`src/rtl/game_flow_ctrl_if.sv`:
```
// game_flow_ctrl_if: signal bundle between the screen/flow sequencer and its neighbours.
//   pix_x, pix_y     scan position from vga_ctrl
//   key_any          raw OR of direction keys (asynchronous)
//   game_over/_won   end-of-game levels from game_logic
//   score            live tail count from game_logic
//   start/game/end_pix  RGB565 streams from the three renderers
//   pix_data         selected RGB565 stream to vga_ctrl
//   game_rst         active-high reset to game_logic
//   page             00=START 01=ARM 10=PLAY 11=END
//   won, score_hold  result of the last finished game
// The slave modport is the sequencer's view; master is the environment's view.
interface game_flow_ctrl_if #(
  parameter int unsigned TAIL_W = 8
);
  logic [9:0]        pix_x;
  logic [9:0]        pix_y;
  logic              key_any;
  logic              game_over;
  logic              game_won;
  logic [TAIL_W-1:0] score;
  logic [15:0]       start_pix;
  logic [15:0]       game_pix;
  logic [15:0]       end_pix;
  logic [15:0]       pix_data;
  logic              game_rst;
  logic [1:0]        page;
  logic              won;
  logic [TAIL_W-1:0] score_hold;

  modport master (
    output pix_x, pix_y, key_any, game_over, game_won, score, start_pix, game_pix, end_pix,
    input  pix_data, game_rst, page, won, score_hold
  );

  modport slave (
    input  pix_x, pix_y, key_any, game_over, game_won, score, start_pix, game_pix, end_pix,
    output pix_data, game_rst, page, won, score_hold
  );
endinterface

```
`src/rtl/game_flow_ctrl.sv`:
```
// game_flow_ctrl: screen/flow sequencer for the snake game.
// Walks START -> ARM -> PLAY -> END -> START, changing page only on the last active pixel
// of a frame, owns the game_logic reset, muxes the renderer pixel streams and freezes the
// final score/result for the end page.
// Ports:
//   vga_clk    pixel clock, all state on its rising edge
//   sys_rst_n  synchronous active-low reset
//   bus        game_flow_ctrl_if.slave (scan position, key, game status, pixel streams in;
//              pix_data, game_rst, page, won, score_hold out)
module game_flow_ctrl #(
  parameter logic [9:0]  H_LAST         = 10'd639,
  parameter logic [9:0]  V_LAST         = 10'd479,
  parameter int unsigned TAIL_W         = 8,
  parameter int unsigned ARM_FRAMES     = 2,
  parameter int unsigned END_FRAMES     = 600,
  parameter int unsigned END_MIN_FRAMES = 60
) (
  input logic             vga_clk,
  input logic             sys_rst_n,
  game_flow_ctrl_if.slave bus
);

  localparam int unsigned     CntW    = $clog2(END_FRAMES + 1);
  localparam logic [CntW-1:0] ArmLast = CntW'(ARM_FRAMES - 1);
  localparam logic [CntW-1:0] EndLast = CntW'(END_FRAMES - 1);
  localparam logic [CntW-1:0] EndMax  = CntW'(END_FRAMES);
  localparam logic [CntW-1:0] EndMin  = CntW'(END_MIN_FRAMES);

  // Encoding doubles as the page output.
  typedef enum logic [1:0] {
    StStart = 2'b00,
    StArm   = 2'b01,
    StPlay  = 2'b10,
    StEnd   = 2'b11
  } state_e;

  state_e            state_q, state_d;
  logic [CntW-1:0]   cnt_q, cnt_d;
  logic              start_pend_q, start_pend_d;
  logic              over_pend_q, over_pend_d;
  logic              won_next_q, won_next_d;
  logic              won_q, won_d;
  logic [TAIL_W-1:0] score_hold_q, score_hold_d;
  logic [15:0]       pix_q, pix_d;
  // [0],[1] synchronize key_any; [2] is the edge-detect history.
  logic [2:0]        key_sync_q, key_sync_d;
  // Counts the first three post-reset samples. Until the sync chain holds only real
  // samples, a key held through reset would look like a fresh press.
  logic [1:0]        fill_q, fill_d;

  logic frame_tick;
  logic key_pulse;

  assign frame_tick = (bus.pix_x == H_LAST) && (bus.pix_y == V_LAST);
  assign key_pulse  = key_sync_q[1] & ~key_sync_q[2] & (fill_q == 2'd3);

  always_comb begin
    key_sync_d = {key_sync_q[1:0], bus.key_any};
    fill_d     = (fill_q == 2'd3) ? fill_q : fill_q + 2'd1;
  end

  always_comb begin
    state_d      = state_q;
    cnt_d        = cnt_q;
    start_pend_d = start_pend_q;
    over_pend_d  = over_pend_q;
    won_next_d   = won_next_q;
    won_d        = won_q;
    score_hold_d = score_hold_q;

    // Every frame_tick consumes or discards a pending start request.
    if (frame_tick) begin
      start_pend_d = 1'b0;
    end
    if (key_pulse && (state_q == StStart || state_q == StEnd)) begin
      start_pend_d = 1'b1;
    end

    unique case (state_q)
      StStart: begin
        if (frame_tick && start_pend_q) begin
          state_d = StArm;
          cnt_d   = '0;
        end
      end
      StArm: begin
        if (frame_tick) begin
          if (cnt_q == ArmLast) begin
            state_d = StPlay;
            cnt_d   = '0;
          end else begin
            cnt_d = cnt_q + CntW'(1);
          end
        end
      end
      StPlay: begin
        if (bus.game_over || bus.game_won) begin
          over_pend_d = 1'b1;
          won_next_d  = won_next_q | bus.game_won;
        end
        if (frame_tick && over_pend_q) begin
          state_d      = StEnd;
          cnt_d        = '0;
          score_hold_d = bus.score;
          won_d        = won_next_q;
          over_pend_d  = 1'b0;
          won_next_d   = 1'b0;
        end
      end
      StEnd: begin
        if (frame_tick) begin
          if (cnt_q == EndLast || (start_pend_q && cnt_q >= EndMin)) begin
            state_d = StStart;
            cnt_d   = '0;
          end else if (cnt_q < EndMax) begin
            cnt_d = cnt_q + CntW'(1);
          end
        end
      end
      default: begin
        state_d = StStart;
      end
    endcase

    if (state_d != state_q) begin
      start_pend_d = 1'b0;
    end
  end

  // Mux on the pre-edge state so a new page starts on a clean frame.
  always_comb begin
    pix_d = '0;
    unique case (state_q)
      StStart, StArm: pix_d = bus.start_pix;
      StPlay:         pix_d = bus.game_pix;
      StEnd:          pix_d = bus.end_pix;
      default:        pix_d = '0;
    endcase
  end

  always_ff @(posedge vga_clk) begin
    if (!sys_rst_n) begin
      state_q      <= StStart;
      cnt_q        <= '0;
      start_pend_q <= 1'b0;
      over_pend_q  <= 1'b0;
      won_next_q   <= 1'b0;
      won_q        <= 1'b0;
      score_hold_q <= '0;
      pix_q        <= '0;
      key_sync_q   <= '0;
      fill_q       <= '0;
    end else begin
      state_q      <= state_d;
      cnt_q        <= cnt_d;
      start_pend_q <= start_pend_d;
      over_pend_q  <= over_pend_d;
      won_next_q   <= won_next_d;
      won_q        <= won_d;
      score_hold_q <= score_hold_d;
      pix_q        <= pix_d;
      key_sync_q   <= key_sync_d;
      fill_q       <= fill_d;
    end
  end

  // game_rst also asserts combinationally while reset is being applied.
  assign bus.game_rst   = ~sys_rst_n | (state_q == StStart) | (state_q == StArm);
  assign bus.page       = state_q;
  assign bus.pix_data   = pix_q;
  assign bus.won        = won_q;
  assign bus.score_hold = score_hold_q;

endmodule

```
`src/flat_wrapper.sv`:
```
// flat-port wrapper written by rule: the top's interface ports become plain ports
module game_flow_ctrl_flat 
#(
  parameter logic [9:0]  H_LAST         = 10'd639,
  parameter logic [9:0]  V_LAST         = 10'd479,
  parameter int unsigned TAIL_W         = 8,
  parameter int unsigned ARM_FRAMES     = 2,
  parameter int unsigned END_FRAMES     = 600,
  parameter int unsigned END_MIN_FRAMES = 60
)
  (vga_clk, sys_rst_n, bus_pix_x, bus_pix_y, bus_key_any, bus_game_over, bus_game_won, bus_score, bus_start_pix, bus_game_pix, bus_end_pix, bus_pix_data, bus_game_rst, bus_page, bus_won, bus_score_hold);
  game_flow_ctrl_if #(.TAIL_W(TAIL_W)) bus_i ();
  input logic vga_clk;
  input logic sys_rst_n;
  input wire logic [$bits(bus_i.pix_x)-1:0] bus_pix_x;
  input wire logic [$bits(bus_i.pix_y)-1:0] bus_pix_y;
  input wire logic [$bits(bus_i.key_any)-1:0] bus_key_any;
  input wire logic [$bits(bus_i.game_over)-1:0] bus_game_over;
  input wire logic [$bits(bus_i.game_won)-1:0] bus_game_won;
  input wire logic [$bits(bus_i.score)-1:0] bus_score;
  input wire logic [$bits(bus_i.start_pix)-1:0] bus_start_pix;
  input wire logic [$bits(bus_i.game_pix)-1:0] bus_game_pix;
  input wire logic [$bits(bus_i.end_pix)-1:0] bus_end_pix;
  output wire logic [$bits(bus_i.pix_data)-1:0] bus_pix_data;
  output wire logic [$bits(bus_i.game_rst)-1:0] bus_game_rst;
  output wire logic [$bits(bus_i.page)-1:0] bus_page;
  output wire logic [$bits(bus_i.won)-1:0] bus_won;
  output wire logic [$bits(bus_i.score_hold)-1:0] bus_score_hold;
  assign bus_i.pix_x = bus_pix_x;
  assign bus_i.pix_y = bus_pix_y;
  assign bus_i.key_any = bus_key_any;
  assign bus_i.game_over = bus_game_over;
  assign bus_i.game_won = bus_game_won;
  assign bus_i.score = bus_score;
  assign bus_i.start_pix = bus_start_pix;
  assign bus_i.game_pix = bus_game_pix;
  assign bus_i.end_pix = bus_end_pix;
  assign bus_pix_data = bus_i.pix_data;
  assign bus_game_rst = bus_i.game_rst;
  assign bus_page = bus_i.page;
  assign bus_won = bus_i.won;
  assign bus_score_hold = bus_i.score_hold;
  game_flow_ctrl #(.H_LAST(H_LAST), .V_LAST(V_LAST), .TAIL_W(TAIL_W), .ARM_FRAMES(ARM_FRAMES), .END_FRAMES(END_FRAMES), .END_MIN_FRAMES(END_MIN_FRAMES)) u_core (.vga_clk(vga_clk), .sys_rst_n(sys_rst_n), .bus(bus_i));
endmodule
```
`config.mk`:
```
export PLATFORM = sky130hd
export DESIGN_NAME = game_flow_ctrl_flat
export DESIGN_NICKNAME = d
export VERILOG_FILES = /design/src/rtl/game_flow_ctrl_if.sv /design/src/rtl/game_flow_ctrl.sv /design/src/flat_wrapper.sv
export SDC_FILE = /design/constraint.sdc
export NUM_CORES = 1
export LEC_CHECK = 0
export ABC_AREA = 1
export BUFFER_PORTS_ARGS = -buffer_cell sky130_fd_sc_hd__buf_2
export CORE_MARGIN = 4
export CORE_UTILIZATION = 35
export CTS_CLUSTER_DIAMETER = 120
export DETAILED_ROUTE_END_ITERATION = 12
export PLACE_DENSITY = 0.61
export SYNTH_ARGS = -nofsm -noshare
export SYNTH_HDL_FRONTEND = slang
export SYNTH_SLANG_ARGS = --single-unit
```
`constraint.sdc`:
```
create_clock -name vga_clk -period 4.3 [get_ports vga_clk]
set_input_delay 0.43 -clock vga_clk [delete_from_list [all_inputs] [get_ports vga_clk]]
set_output_delay 0.43 -clock vga_clk [all_outputs]
set_load 0.01 [all_outputs]
```
### Word level (Yosys, flattened, before mapping)

Cells that the tools add are included.

| word-level totals | value |
|---|---|
| flip-flop bits (word level) | 45 |
| output and inout bits | 28 |
| word-level logic and storage cells | 73 |
| bits in latches | 0 |
| RAM bits | 0 |
| ROM bits | 0 |
| memories kept | 0 |

| operators by class | value |
|---|---|
| reductions and logical operators | 16 |
| order comparisons | 2 |
| multipliers | 0 |
| bitwise operators | 7 |
| div/mod/pow operators | 0 |
| shift-type cells | 0 |
| $add $sub $neg | 2 |
| equality and inequality tests | 14 |
| multiplexer cells | 22 |

Operators with widths:

| cell | number |
|---|---|
| two-way mux 10 bit | 7 |
| case mux 16 bit (3 select lines) | 1 |
| case mux 10 bit (4 select lines) | 1 |
| == test 10 bit, second input constant | 2 |
| two-way mux 2 bit | 6 |
| adder 10 x 1 -> 10 bit, second input constant | 1 |
| == test 10 x 1 -> 1 bit, second input constant | 1 |
| == test 10 x 9 -> 1 bit, second input constant | 1 |
| greater-or-equal comparator 10 x 6 -> 1 bit, second input constant | 1 |
| less-than comparator 10 bit, second input constant | 1 |
| case mux 2 bit (4 select lines) | 1 |
| == test 2 bit, second input constant | 3 |
| two-way mux 1 bit | 6 |
| != test 2 x 1 -> 1 bit, second input constant | 3 |
| logical AND 1 bit | 5 |
| AND reduction 5 bit | 1 |
| AND reduction 2 bit | 2 |
| nonzero test 2 bit | 2 |
| OR reduction 2 bit | 2 |
| logical OR 1 bit | 3 |
| != test 3 bit, second input constant | 1 |
| bitwise OR 1 bit | 3 |
| adder 2 x 1 -> 2 bit, second input constant | 1 |
| AND 1 bit | 2 |
| 5 further kinds | 6 |

### Longest topological paths before layout

Gate-level depths: netlist of run 1.

| logic depth | value |
|---|---|
| depth in word-level cells | 8 |
| depth in mapped cells | 13 |

### Least setup slack after synthesis of run 1

Ideal clock, no wire load.

| timing | value |
|---|---|
| path kind | register -> register |
| from | reg u_core.state_q[1], in the netlist u_core.bus.page[1] |
| to | reg u_core.cnt_q[6] |
| cell stages (with the launch flop) | 11 |
| period minus slack after synthesis | 1707 ps |
| slack | 2593 ps |
| path buffers | 2 |
| data arrival time | 1574 ps |
| cells stage by stage | dfxtp_1 -> inv_1 -> ha_1 -> clkbuf_1 -> nor2_1 -> a21oi_1 -> nor2_4 -> and2_4 -> buf_8 -> nand3_1 -> a21oi_1 |

| between the ends | value |
|---|---|
| word-level cells in the longest chain between the ends | 3 |
| elaborated cells on any way between the ends | 11 |

Ends and longest elaborated chain:

| element | RTL line | RTL |
|---|---|---|
| from (decl) | game_flow_ctrl.sv:37 | `state_e state_q, state_d;` |
| from (signal assigned) | game_flow_ctrl.sv:143 | `state_q <= StStart;` |
| from (signal assigned) | game_flow_ctrl.sv:154 | `state_q <= state_d;` |
| == test 2 bit (tied with other cells) | game_flow_ctrl.sv:79 | `unique case (state_q)` |
| != test 3 bit (no source line) (tied with other cells) | -- |  |
| AND reduction 5 bit (no source line) | -- |  |
| to (signal assigned) | game_flow_ctrl.sv:155 | `cnt_q <= cnt_d;` |
| to (decl) | game_flow_ctrl.sv:38 | `logic [CntW-1:0] cnt_q, cnt_d;` |

Several ways; a longest one is shown, not always the timed one.
A chain may end at the register's enable or synchronous reset.

### Final worst setup path of run 1

| timing | value |
|---|---|
| from | reg u_core.state_q[0], in the netlist u_core.bus.page[0] |
| to | reg u_core.start_pend_q |

| between the ends | value |
|---|---|
| word-level cells in the longest chain between the ends | 5 |
| elaborated cells on any way between the ends | 17 |

Ends and longest elaborated chain:

| element | RTL line | RTL |
|---|---|---|
| two-way mux 2 bit, on equally long branches | game_flow_ctrl.sv:112, game_flow_ctrl.sv:88 |  |
| two-way mux 2 bit, on equally long branches | game_flow_ctrl.sv:111, game_flow_ctrl.sv:87 |  |
| case mux 2 bit (4 select lines) | game_flow_ctrl.sv:79 |  |
| != test 2 bit | game_flow_ctrl.sv:125 | `if (state_d != state_q) begin` |
| OR reduction 2 bit (no source line) | -- |  |
| to (signal assigned) | game_flow_ctrl.sv:156 | `start_pend_q <= start_pend_d;` |
| to (decl) | game_flow_ctrl.sv:39 | `logic start_pend_q, start_pend_d;` |

Several ways; a longest one is shown, not always the timed one.

==> impl_metrics.env, run 1 <==
export IMPL_first_global_vias=2507
export IMPL_layout_setup_ws_ns=1.76
export IMPL_clkSlewWorstSetupHoldPaths_ns=0.08
export IMPL_cts_htree_levels=2
export IMPL_min_path_cells=3
export IMPL_start_util_pct=37.0
export IMPL_startpoint="u_core.bus.page[0]$_SDFF_PN0_"
export IMPL_cts_root_buf="clkbuf_8"
export IMPL_leakage_nw=1.49
export IMPL_grtUsageTotal_pct=15.3
export IMPL_cp_start_kind="flip-flop"
export IMPL_setup_violations=0
export IMPL_rows=30
export IMPL_die_height_um=93.7
export IMPL_grt_overflow=0
export IMPL_r2r_slack_ns=1.76
export IMPL_dp_hpwl_um=5290
export IMPL_crit_fanout=22
export IMPL_clock_latency_ns=0.29
export IMPL_power_density_mw_per_mm2=246
export IMPL_drt_wl_total_um=6830
export IMPL_period_needed_ns=2.54
export IMPL_grt_pass1_wl_um=11000
export IMPL_final_hold_violation_count=0
export IMPL_relSlewSlack_pct=34.0
export IMPL_num_vias=2680
export IMPL_synth_fp_nets=470
export IMPL_cts_tree="built"
export IMPL_rsz0062_at_grt="false"
export IMPL_cts_sinks=45
export IMPL_ios=109
export IMPL_cts_hold_buf=0
export IMPL_dieArea_mm2=0.00877
export IMPL_fill_cells=728
export IMPL_status="finished, final reports clean"
export IMPL_grt_max_degree=29
export IMPL_ir_drop_uv=144
export IMPL_synth_seq_cells=45
export IMPL_ant_nets=0
export IMPL_maxCapViolCount=0
export IMPL_r2r_start="u_core.bus.page[0]$_SDFF_PN0_"
export IMPL_clock_fmax_ghz=0.394
export IMPL_preCtsSetupSlack_ns=1.78
export IMPL_top_layer_used="met4"
export IMPL_ctsResizeCount=0
export IMPL_yosysWarnings=0
export IMPL_nNetsFinal=568
export IMPL_antenna_found_initial=0
export IMPL_instances_no_fill=574
export IMPL_wl_met3_um=427
export IMPL_postCtsSetupBuffers=0
export IMPL_crit_end="u_core.start_pend_q$_SDFFE_PP0P_"
export IMPL_criticalPathCategory="flip-flop to flip-flop"
export IMPL_detail_route_wl_per_cell_um=11.9
export IMPL_syn_area_mm2=0.00257
export IMPL_clock_skew_final_ns=0.00681
export IMPL_synth_cell_type_count=32
export IMPL_final_period_utilization_pct=59.1
export IMPL_firstDrtPassIters=4
export IMPL_tns_ns=0
export IMPL_arrival_ns=2.74
export IMPL_m1WireLength_um=2970
export IMPL_cp_cell_sequence="inv_1, ha_1, nand3_1, nand2_1, nand2_1, nand2_1, nand3_1, nand3_1, nor2_1"
export IMPL_synthCells=381
export IMPL_avgSynthCellArea_um2=6.74
export IMPL_drv_slew=0
export IMPL_core_region_area_mm2=0.00694
export IMPL_hp_class="primary input to flip-flop"
export IMPL_reg2reg_depth=9
export IMPL_initialDrtViolationCount=136
export IMPL_ys_seq_area_share_pct=35.1
export IMPL_cts_buffers=5
export IMPL_diodes=0
export IMPL_drive_gt1_share_pct=28.0
export IMPL_timing_rr_end="u_core.start_pend_q$_SDFFE_PP0P_"
export IMPL_placedCellCount=568
export IMPL_drcViolationCount=0
export IMPL_required_ns=4.50
export IMPL_worst_pin_slew_ns=0.986
export IMPL_met2WireLength_um=3400
export IMPL_io_buffers=108
export IMPL_max_stage_delay_ns=0.72
export IMPL_p_total_mw=0.787
export IMPL_end_kind="flip-flop"
export IMPL_routabilityCongestion=0.870
export IMPL_critPathSlowestCell="ha_1"
export IMPL_clock_path_buffers=2
export IMPL_syn_to_final_growth_pct=24.5
export IMPL_via_per_inst=4.67
export IMPL_die_width_um=93.7
## cells in the final DEF, fill, tap and decap left out
cell type	instances
xor2_1	4
clkbuf_8	5
nand3b_1	1
and2_4	1
nor2_8	1
o21ai_0	23
a31oi_1	16
ha_1	8
or2_2	1
nor2_2	1
nand2_4	2
o21bai_1	1
o21ai_1	1
nand2_2	4
o31ai_1	1
nand4_1	5
nor2_4	3
xnor2_1	1
nand2_1	106
nor4_1	1
inv_2	4
clkinv_2	1
a21oi_1	25
dfxtp_1	45
inv_1	33
nand3_2	2
nor3_1	2
buf_4	1
nand3_1	40
buf_2	108
nor2_1	31
## where the power goes
part / internal [mW] / switching [mW] / total (mW)
Combinational: 0.0522 / 0.0573 / 0.110
Sequential: 0.432 / 0.00823 / 0.440
Clock: 0.107 / 0.130 / 0.237
## cell type report
cell class / instances / area (um^2) / share of cell area (%)
Inverter: 37 / 139 / 4.34
Multi-Input combinational cell: 281 / 1420 / 44.3
Clock inverter: 1 / 5.00 / 0.156
Timing Repair Buffer: 109 / 548 / 17.1
Tap cell: 96 / 120 / 3.76
Clock buffer: 5 / 68.8 / 2.15
Sequential cell: 45 / 901 / 28.2
## registers in the layout, indices dropped and copies added, names as in the netlist
signal / count
u_core.start_pend_q: 1
u_core.cnt_q: 10
u_core.bus.score_hold: 8
u_core.fill_q: 2
u_core.key_sync_q: 3
u_core.over_pend_q: 1
u_core.bus.page: 2
u_core.won_next_q: 1
u_core.bus.won: 1
u_core.bus.pix_data: 16
## cells in the mapped netlist
| master | instances | area [um^2] |
|---|---|---|
| or2_2 | 1 | 6.26 |
| nor3_1 | 2 | 10.0 |
| nor4_1 | 1 | 6.26 |
| nor2_4 | 3 | 33.8 |
| nor2_1 | 31 | 116 |
| a31oi_1 | 16 | 100 |
| clkbuf_1 | 10 | 37.5 |
| nand2_1 | 106 | 398 |
| nand3b_1 | 1 | 7.51 |
| o21bai_1 | 1 | 7.51 |
| xnor2_1 | 1 | 8.76 |
| nand3_1 | 40 | 200 |
| buf_4 | 1 | 7.51 |
| buf_6 | 4 | 45.0 |
| ha_1 | 8 | 100 |
| nor2_8 | 1 | 20.0 |
| a21oi_1 | 25 | 125 |
| nand2_2 | 4 | 25.0 |
| nand4_1 | 5 | 31.3 |
| inv_2 | 4 | 15.0 |
| and2_4 | 1 | 8.76 |
| inv_1 | 33 | 124 |
| xor2_1 | 4 | 35.0 |
| nand2_4 | 2 | 22.5 |
| nor2_2 | 1 | 6.26 |
| o21ai_1 | 1 | 5.00 |
| buf_8 | 1 | 15.0 |
| nand3_2 | 2 | 20.0 |
| o31ai_1 | 1 | 7.51 |
| buf_1 | 2 | 7.51 |
| dfxtp_1 | 45 | 901 |
| o21ai_0 | 23 | 115 |
## worst max-delay path: cells and delay by family (launching register included)
kind,cells,cell delay (ns)
and+or+nand+nor,7,1.20
adders and majority gates,1,0.72
DFF,1,0.37
buffers and inverters,1,0.15
## worst min path at each step
stage	from	endpoint	slack, ns
floorplan	u_core.key_sync_q[0]$_SDFF_PN0_	u_core.key_sync_q[1]$_SDFF_PN0_	0.39
global placement	u_core.key_sync_q[0]$_SDFF_PN0_	u_core.key_sync_q[1]$_SDFF_PN0_	0.40
detailed placement	u_core.key_sync_q[0]$_SDFF_PN0_	u_core.key_sync_q[1]$_SDFF_PN0_	0.41
CTS	bus_key_any	u_core.key_sync_q[0]$_SDFF_PN0_	0.31
global route	bus_key_any	u_core.key_sync_q[0]$_SDFF_PN0_	0.32
finish	bus_key_any	u_core.key_sync_q[0]$_SDFF_PN0_	0.32
## through the flow
stage	area, um^2	hold slack [ns]	utilization, %
2_1_floorplan	2570	0.390	-
3_3_place_gp	3120	0.400	45.0
3_5_place_dp	3120	0.414	45.0
4_1_cts	3200	0.308	46.1
5_1_grt	3200	0.316	46.1
6_report	3200	0.322	46.1
## routing by layer
metal / vias to the layer above / global-route usage (%)
met3: 5 / 4.25
met5: - / 0
met4: 0 / 3.61
met1: 1179 / 18.4
li1: 1435 / -
met2: 61 / 27.1
## cells by family after synthesis
| family | share of synthesized area (%) |
|---|---|
| buffers and inverters | 9.79 |
| AOI/OAI and AO/OA | 14.0 |
| and+or+nand+nor | 35.5 |
| DFF | 35.1 |
| xor gates and xnor gates | 1.70 |
| adders and majority gates | 3.90 |
Power figures use the tool's default switching activity.
==> inputs of run 2 (changes only) <==
--- a/config.mk
+++ b/config.mk
@@ -11,7 +11,7 @@
 export CORE_UTILIZATION = 35
 export CTS_CLUSTER_DIAMETER = 120
 export DETAILED_ROUTE_END_ITERATION = 12
-export PLACE_DENSITY = 0.61
+export PLACE_DENSITY = 0.63
 export SYNTH_ARGS = -nofsm -noshare
 export SYNTH_HDL_FRONTEND = slang
 export SYNTH_SLANG_ARGS = --single-unit
==> constraint.sdc (replaced) <==
create_clock -name vga_clk -period 2.2 [get_ports vga_clk]
set_input_delay 0.22 -clock vga_clk [delete_from_list [all_inputs] [get_ports vga_clk]]
set_output_delay 0.22 -clock vga_clk [all_outputs]
set_load 0.01 [all_outputs]
==> run 2 against run 1 <==
  * Sequential power rose by 95%
  * Clock-buffer cell count is the same
  * Design area rose by 2.3%
  * Combinational power increased by 110%
  * First-iteration DRC count is 24% higher
  * Non-clock buffer count increased by 4
  * Cell count grew 0.87%
  * Clock skew decreased by 0.0023 ns
  * Largest power group unchanged
  * Highest routed layer unchanged
==> impl_metrics.env, run 2 (synthesis results as in run 1) <==
export IMPL_status="finished, final reports clean"
export IMPL_final_cell_mix="buf_2 (108), nand2_1 (106), dfxtp_1 (45)"
export IMPL_relSlewSlack_pct=56.2
export IMPL_max_stage_delay_ns=0.46
export IMPL_clock_skew_final_ns=0.00450
export IMPL_cts_htree_levels=2
export IMPL_path_common_cell="nor2_1"
export IMPL_period_needed_ns=1.90
export IMPL_end_kind="flip-flop"
export IMPL_tns_ns=0
export IMPL_cts_root_buf="clkbuf_8"
export IMPL_clock_latency_ns=0.29
export IMPL_hp_class="primary input to flip-flop"
export IMPL_die_height_um=93.7
export IMPL_crit_fanout=12
export IMPL_maxCapViolCount=0
export IMPL_largest_reg_flops=16
export IMPL_dp_hpwl_um=5570
export IMPL_die_width_um=93.7
export IMPL_initialDrtViolationCount=168
export IMPL_setup_violations=0
export IMPL_grt_overflow=0
export IMPL_final_hold_violation_count=0
export IMPL_critPathSlowestCell="dfxtp_1"
export IMPL_cp_start_kind="flip-flop"
export IMPL_first_global_vias=2590
export IMPL_preCtsSetupSlack_ns=0.0835
export IMPL_criticalPathCategory="flip-flop to flip-flop"
export IMPL_io_buffers=108
export IMPL_drive_gt1_share_pct=29.2
export IMPL_nNetsFinal=572
export IMPL_drv_slew=0
export IMPL_power_density_mw_per_mm2=515
export IMPL_via_per_inst=4.76
export IMPL_grtUsageTotal_pct=15.9
export IMPL_clock_path_buffers=2
export IMPL_final_period_utilization_pct=86.5
export IMPL_core_region_area_mm2=0.00694
export IMPL_diodes=0
export IMPL_required_ns=2.38
export IMPL_clkSlewWorstSetupHoldPaths_ns=0.08
export IMPL_multi_input_area_mm2=0.00143
export IMPL_syn_to_final_growth_pct=27.4
export IMPL_drt_wl_total_um=7140
export IMPL_worst_pin_slew_ns=0.657
export IMPL_fill_cells=741
export IMPL_cts_hold_buf=0
export IMPL_cts_buffers=5
export IMPL_antenna_found_initial=0
export IMPL_layout_setup_ws_ns=0.297
export IMPL_cts_tree="built"
export IMPL_ios=109
export IMPL_routabilityCongestion=0.858
export IMPL_cts_sinks=45
export IMPL_start_util_pct=37.0
export IMPL_layout_commonest_cell="buf_2"
export IMPL_grt_max_degree=29
export IMPL_rows=30
export IMPL_num_vias=2758
export IMPL_firstDrtPassIters=4
export IMPL_ir_drop_uv=276
export IMPL_leakage_nw=1.53
export IMPL_detail_route_wl_per_cell_um=12.3
export IMPL_drcViolationCount=0
export IMPL_clock_fmax_ghz=0.525
export IMPL_p_total_mw=1.69
export IMPL_grt_pass1_wl_um=11400
export IMPL_arrival_ns=2.09
export IMPL_regArea_um2=901
export IMPL_dieArea_mm2=0.00877
export IMPL_cp_cell_sequence="inv_1, ha_1, nor2_1, a21oi_1, nor2_4, nand3_4, o21ai_2, nor2_1"
export IMPL_ant_nets=0
export IMPL_rsz0062_at_grt="false"
-- run 2: power by group --
part / internal [mW] / switching, mW
clock: 0.330 / 0.272
combinational: 0.107 / 0.119
sequential: 0.844 / 0.0139
total: 1.28 / 0.404
-- run 2: timing repair --
action | 4_1_cts | 5_1_grt
buffers inserted | 0 | 0
endpoints found under the setup margin | 0 | 7
gates resized for setup | 0 | 4
-- run 2: worst paths after layout --
check / startpoint / end / slack, ns / cells after the start
max: u_core.bus.page[1]$_SDFF_PN0_ / u_core.cnt_q[1]$_SDFFE_PN0P_ / 0.30 / 8
min: bus_key_any / u_core.key_sync_q[0]$_SDFF_PN0_ / 0.11 / 3
max reg2reg: u_core.bus.page[1]$_SDFF_PN0_ / u_core.cnt_q[1]$_SDFFE_PN0P_ / 0.30 / 8
min reg2reg: u_core.key_sync_q[0]$_SDFF_PN0_ / u_core.key_sync_q[1]$_SDFF_PN0_ / 0.42 / 2
-- run 2: critical path: cells and delay by family (launching register included) --
kind            cells  cell delay, ns
fa+ha+maj           1            0.35
simple gates        4            0.54
flops               1            0.46
compound gates      2            0.30
buf+inv             1            0.14
-- run 2: cell type report --
| class | instances | area share (%) |
|---|---|---|
| repair buffers | 113 | 17.7 |
| multi-input cells | 281 | 43.7 |
| flip-flops and latches | 45 | 27.5 |
| well taps | 96 | 3.67 |
| clock buffers | 5 | 2.10 |
| clock inverters | 2 | 1.07 |
| inverters | 37 | 4.24 |
-- run 2: per-layer routing --
layer  track usage (%)  up-vias  share of wire, %
met1              19.2     1237                42
met3              3.77       10               5.8
met4              4.93        0               1.5
met5                 0        -                 0
li1                  -     1442                 -
met2              27.8       69                51
-- run 2: stage by stage --
stage               utilization, %  std cells  cell area, um^2  hold slack [ns]
floorplan                        -        381             2570            0.318
detailed placement            45.4        572             3150            0.404
CTS                           46.9        579             3260            0.105
global placement              45.4        572             3150            0.397
finish                        47.1        579             3270            0.110
global route                  47.1        579             3270            0.119
==> inputs of run 3 (changes only) <==
--- a/config.mk
+++ b/config.mk
@@ -7,11 +7,13 @@
 export LEC_CHECK = 0
 export ABC_AREA = 1
 export BUFFER_PORTS_ARGS = -buffer_cell sky130_fd_sc_hd__buf_2
+export CELL_PAD_IN_SITES_DETAIL_PLACEMENT = 1
+export CELL_PAD_IN_SITES_GLOBAL_PLACEMENT = 2
 export CORE_MARGIN = 4
-export CORE_UTILIZATION = 35
+export CORE_UTILIZATION = 22
 export CTS_CLUSTER_DIAMETER = 120
 export DETAILED_ROUTE_END_ITERATION = 12
-export PLACE_DENSITY = 0.63
+export PLACE_DENSITY = 0.75
 export SYNTH_ARGS = -nofsm -noshare
 export SYNTH_HDL_FRONTEND = slang
 export SYNTH_SLANG_ARGS = --single-unit
==> run 3 against run 2 <==
  * First-iteration DRC count shrank 67%
  * Core utilization shrank 17 points
  * Worst setup slack lost 0.084 ns
  * Routed wire length grew 17%
  * Sequential share of layout area shrank 0.95 points
  * Sequential power is essentially flat
  * Largest cell class unchanged
  * Critical path depth shrank 1
  * Cell count grew 8.8%
  * Global-route usage shrank 3.3 points
  * Clock-buffer cell count is the same
==> impl_metrics.env, run 3 (synthesis results as in run 1) <==
export IMPL_max_stage_delay_ns=0.43
export IMPL_cts_hold_buf=0
export IMPL_ant_nets=0
export IMPL_final_period_utilization_pct=90.3
export IMPL_regArea_um2=901
export IMPL_crit_fanout=21
export IMPL_cts_sinks=45
export IMPL_hp_class="primary input to flip-flop"
export IMPL_dp_hpwl_um=6760
export IMPL_crit_buf_inv=2
export IMPL_hold_start="bus_key_any"
export IMPL_use_met3_pct=3.92
export IMPL_stdcell_area_mm2=0.00339
export IMPL_tns_ns=0
export IMPL_required_ns=2.37
export IMPL_cts_tree="built"
export IMPL_utilization_pct=29.7
export IMPL_via_per_inst=4.47
export IMPL_largest_reg_flops=16
export IMPL_clock_latency_ns=0.28
export IMPL_grtUsageTotal_pct=12.6
export IMPL_io_buffers=108
export IMPL_setup_violations=0
export IMPL_status="finished, final reports clean"
export IMPL_clock_path_buffers=2
export IMPL_grt_max_degree=29
export IMPL_die_width_um=116
export IMPL_finalHoldWorstSlack_ns=0.118
export IMPL_drt_wl_total_um=8360
export IMPL_start_util_pct=22.5
export IMPL_r2r_start="u_core.bus.page[0]$_SDFF_PN0_"
export IMPL_nNetsFinal=575
export IMPL_end_kind="flip-flop"
export IMPL_num_vias=2813
export IMPL_met2_usage_pct=22.2
export IMPL_dieArea_mm2=0.0135
export IMPL_drv_slew=0
export IMPL_antenna_found_initial=0
export IMPL_period_needed_ns=1.99
export IMPL_rows=39
export IMPL_cts_htree_levels=2
export IMPL_relSlewSlack_pct=55.7
export IMPL_fill_cells=1506
export IMPL_grt_met1_usage_pct=15.3
export IMPL_arrival_ns=2.16
export IMPL_ios=109
export IMPL_drive_gt1_share_pct=29.6
export IMPL_clock_skew_final_ns=0.00462
export IMPL_worst_pin_slew_ns=0.664
export IMPL_clkSlewWorstSetupHoldPaths_ns=0.07
export IMPL_syn_to_final_growth_pct=31.9
export IMPL_drcViolationCount=0
export IMPL_firstDrtPassIters=4
export IMPL_grt_overflow=0
export IMPL_cts_buffers=5
export IMPL_final_hold_violation_count=0
export IMPL_die_height_um=116
export IMPL_rsz0062_at_grt="false"
export IMPL_multi_input_area_mm2=0.00142
export IMPL_critPathSlowestCell="dfxtp_1"
export IMPL_core_region_area_mm2=0.0114
export IMPL_power_density_mw_per_mm2=546
export IMPL_leakage_nw=1.56
export IMPL_crit_family="simple AND/OR/NAND/NOR gates"
export IMPL_cp_cell_sequence="inv_1, ha_1, buf_4, nand2_4, nand3_2, o21ai_0, nor2_1"
export IMPL_first_global_vias=2938
export IMPL_instances_no_fill=630
export IMPL_layout_commonest_cell="buf_2"
export IMPL_clock_fmax_ghz=0.503
export IMPL_top_usage_layer="met2"
export IMPL_maxCapViolCount=0
export IMPL_cts_root_buf="clkbuf_16"
export IMPL_cp_start_kind="flip-flop"
export IMPL_grt_pass1_wl_um=13800
export IMPL_place_area_mm2=0.00324
export IMPL_criticalPathCategory="flip-flop to flip-flop"
export IMPL_final_cell_mix="buf_2 (108), nand2_1 (106), dfxtp_1 (45)"
export IMPL_routabilityCongestion=0.765
export IMPL_placedCellCount=622
export IMPL_diodes=0
export IMPL_startpoint="u_core.bus.page[0]$_SDFF_PN0_"
export IMPL_initialDrtViolationCount=56
export IMPL_ir_drop_uv=295
export IMPL_detail_route_wl_per_cell_um=13.3
[run 3: final cells by class]
class,count,share of cell area [%]
clock buffers,5,3.69
clock inverters,3,0.739
inverters,37,4.10
multi-input cells,281,41.9
flip-flops and latches,45,26.6
well taps,143,5.28
repair buffers,116,17.7
[run 3: metrics by stage]
| step | power [mW] | setup slack (ns) |
|---|---|---|
| 2_1_floorplan | 0.991 | 0.493 |
| 3_3_place_gp | 1.10 | 0.248 |
| 3_5_place_dp | 1.11 | 0.124 |
| 4_1_cts | 1.89 | 0.119 |
| 5_1_grt | 1.95 | 0.0505 |
| 6_report | 1.85 | 0.213 |
[run 3: what timing repair did]
item / in CTS / in global routing
setup buffers: 0 / 0
resized for setup: 0 / 1
setup endpoints to repair: 0 / 13
[run 3: metal layers]
layer,wire length [um],part of all wire [%],vias to the layer above
met5,0,0,-
met4,46,0.55,0
met3,550,6.6,4
met2,4140,50,66
met1,3620,43,1294
li1,-,-,1449
[run 3: path summary, 6_finish.rpt]
check / endpoint / cells after the start / slack, ns
worst max register to register: u_core.cnt_q[1]$_SDFFE_PN0P_ / 7 / 0.21
worst min register to register: u_core.key_sync_q[1]$_SDFF_PN0_ / 2 / 0.41
worst max-delay path: u_core.cnt_q[1]$_SDFFE_PN0P_ / 7 / 0.21
worst min-delay path: u_core.key_sync_q[0]$_SDFF_PN0_ / 3 / 0.12
[run 3: worst min-delay path, cell delays in order]
cell and delay [ns]:
buf_2 0.07, nand2_1 0.04, inv_1 0.04
[run 3: report_power, final]
group	switching (mW)	internal, mW
Clock	0.333	0.429
Sequential	0.0146	0.845
Combinational	0.122	0.108
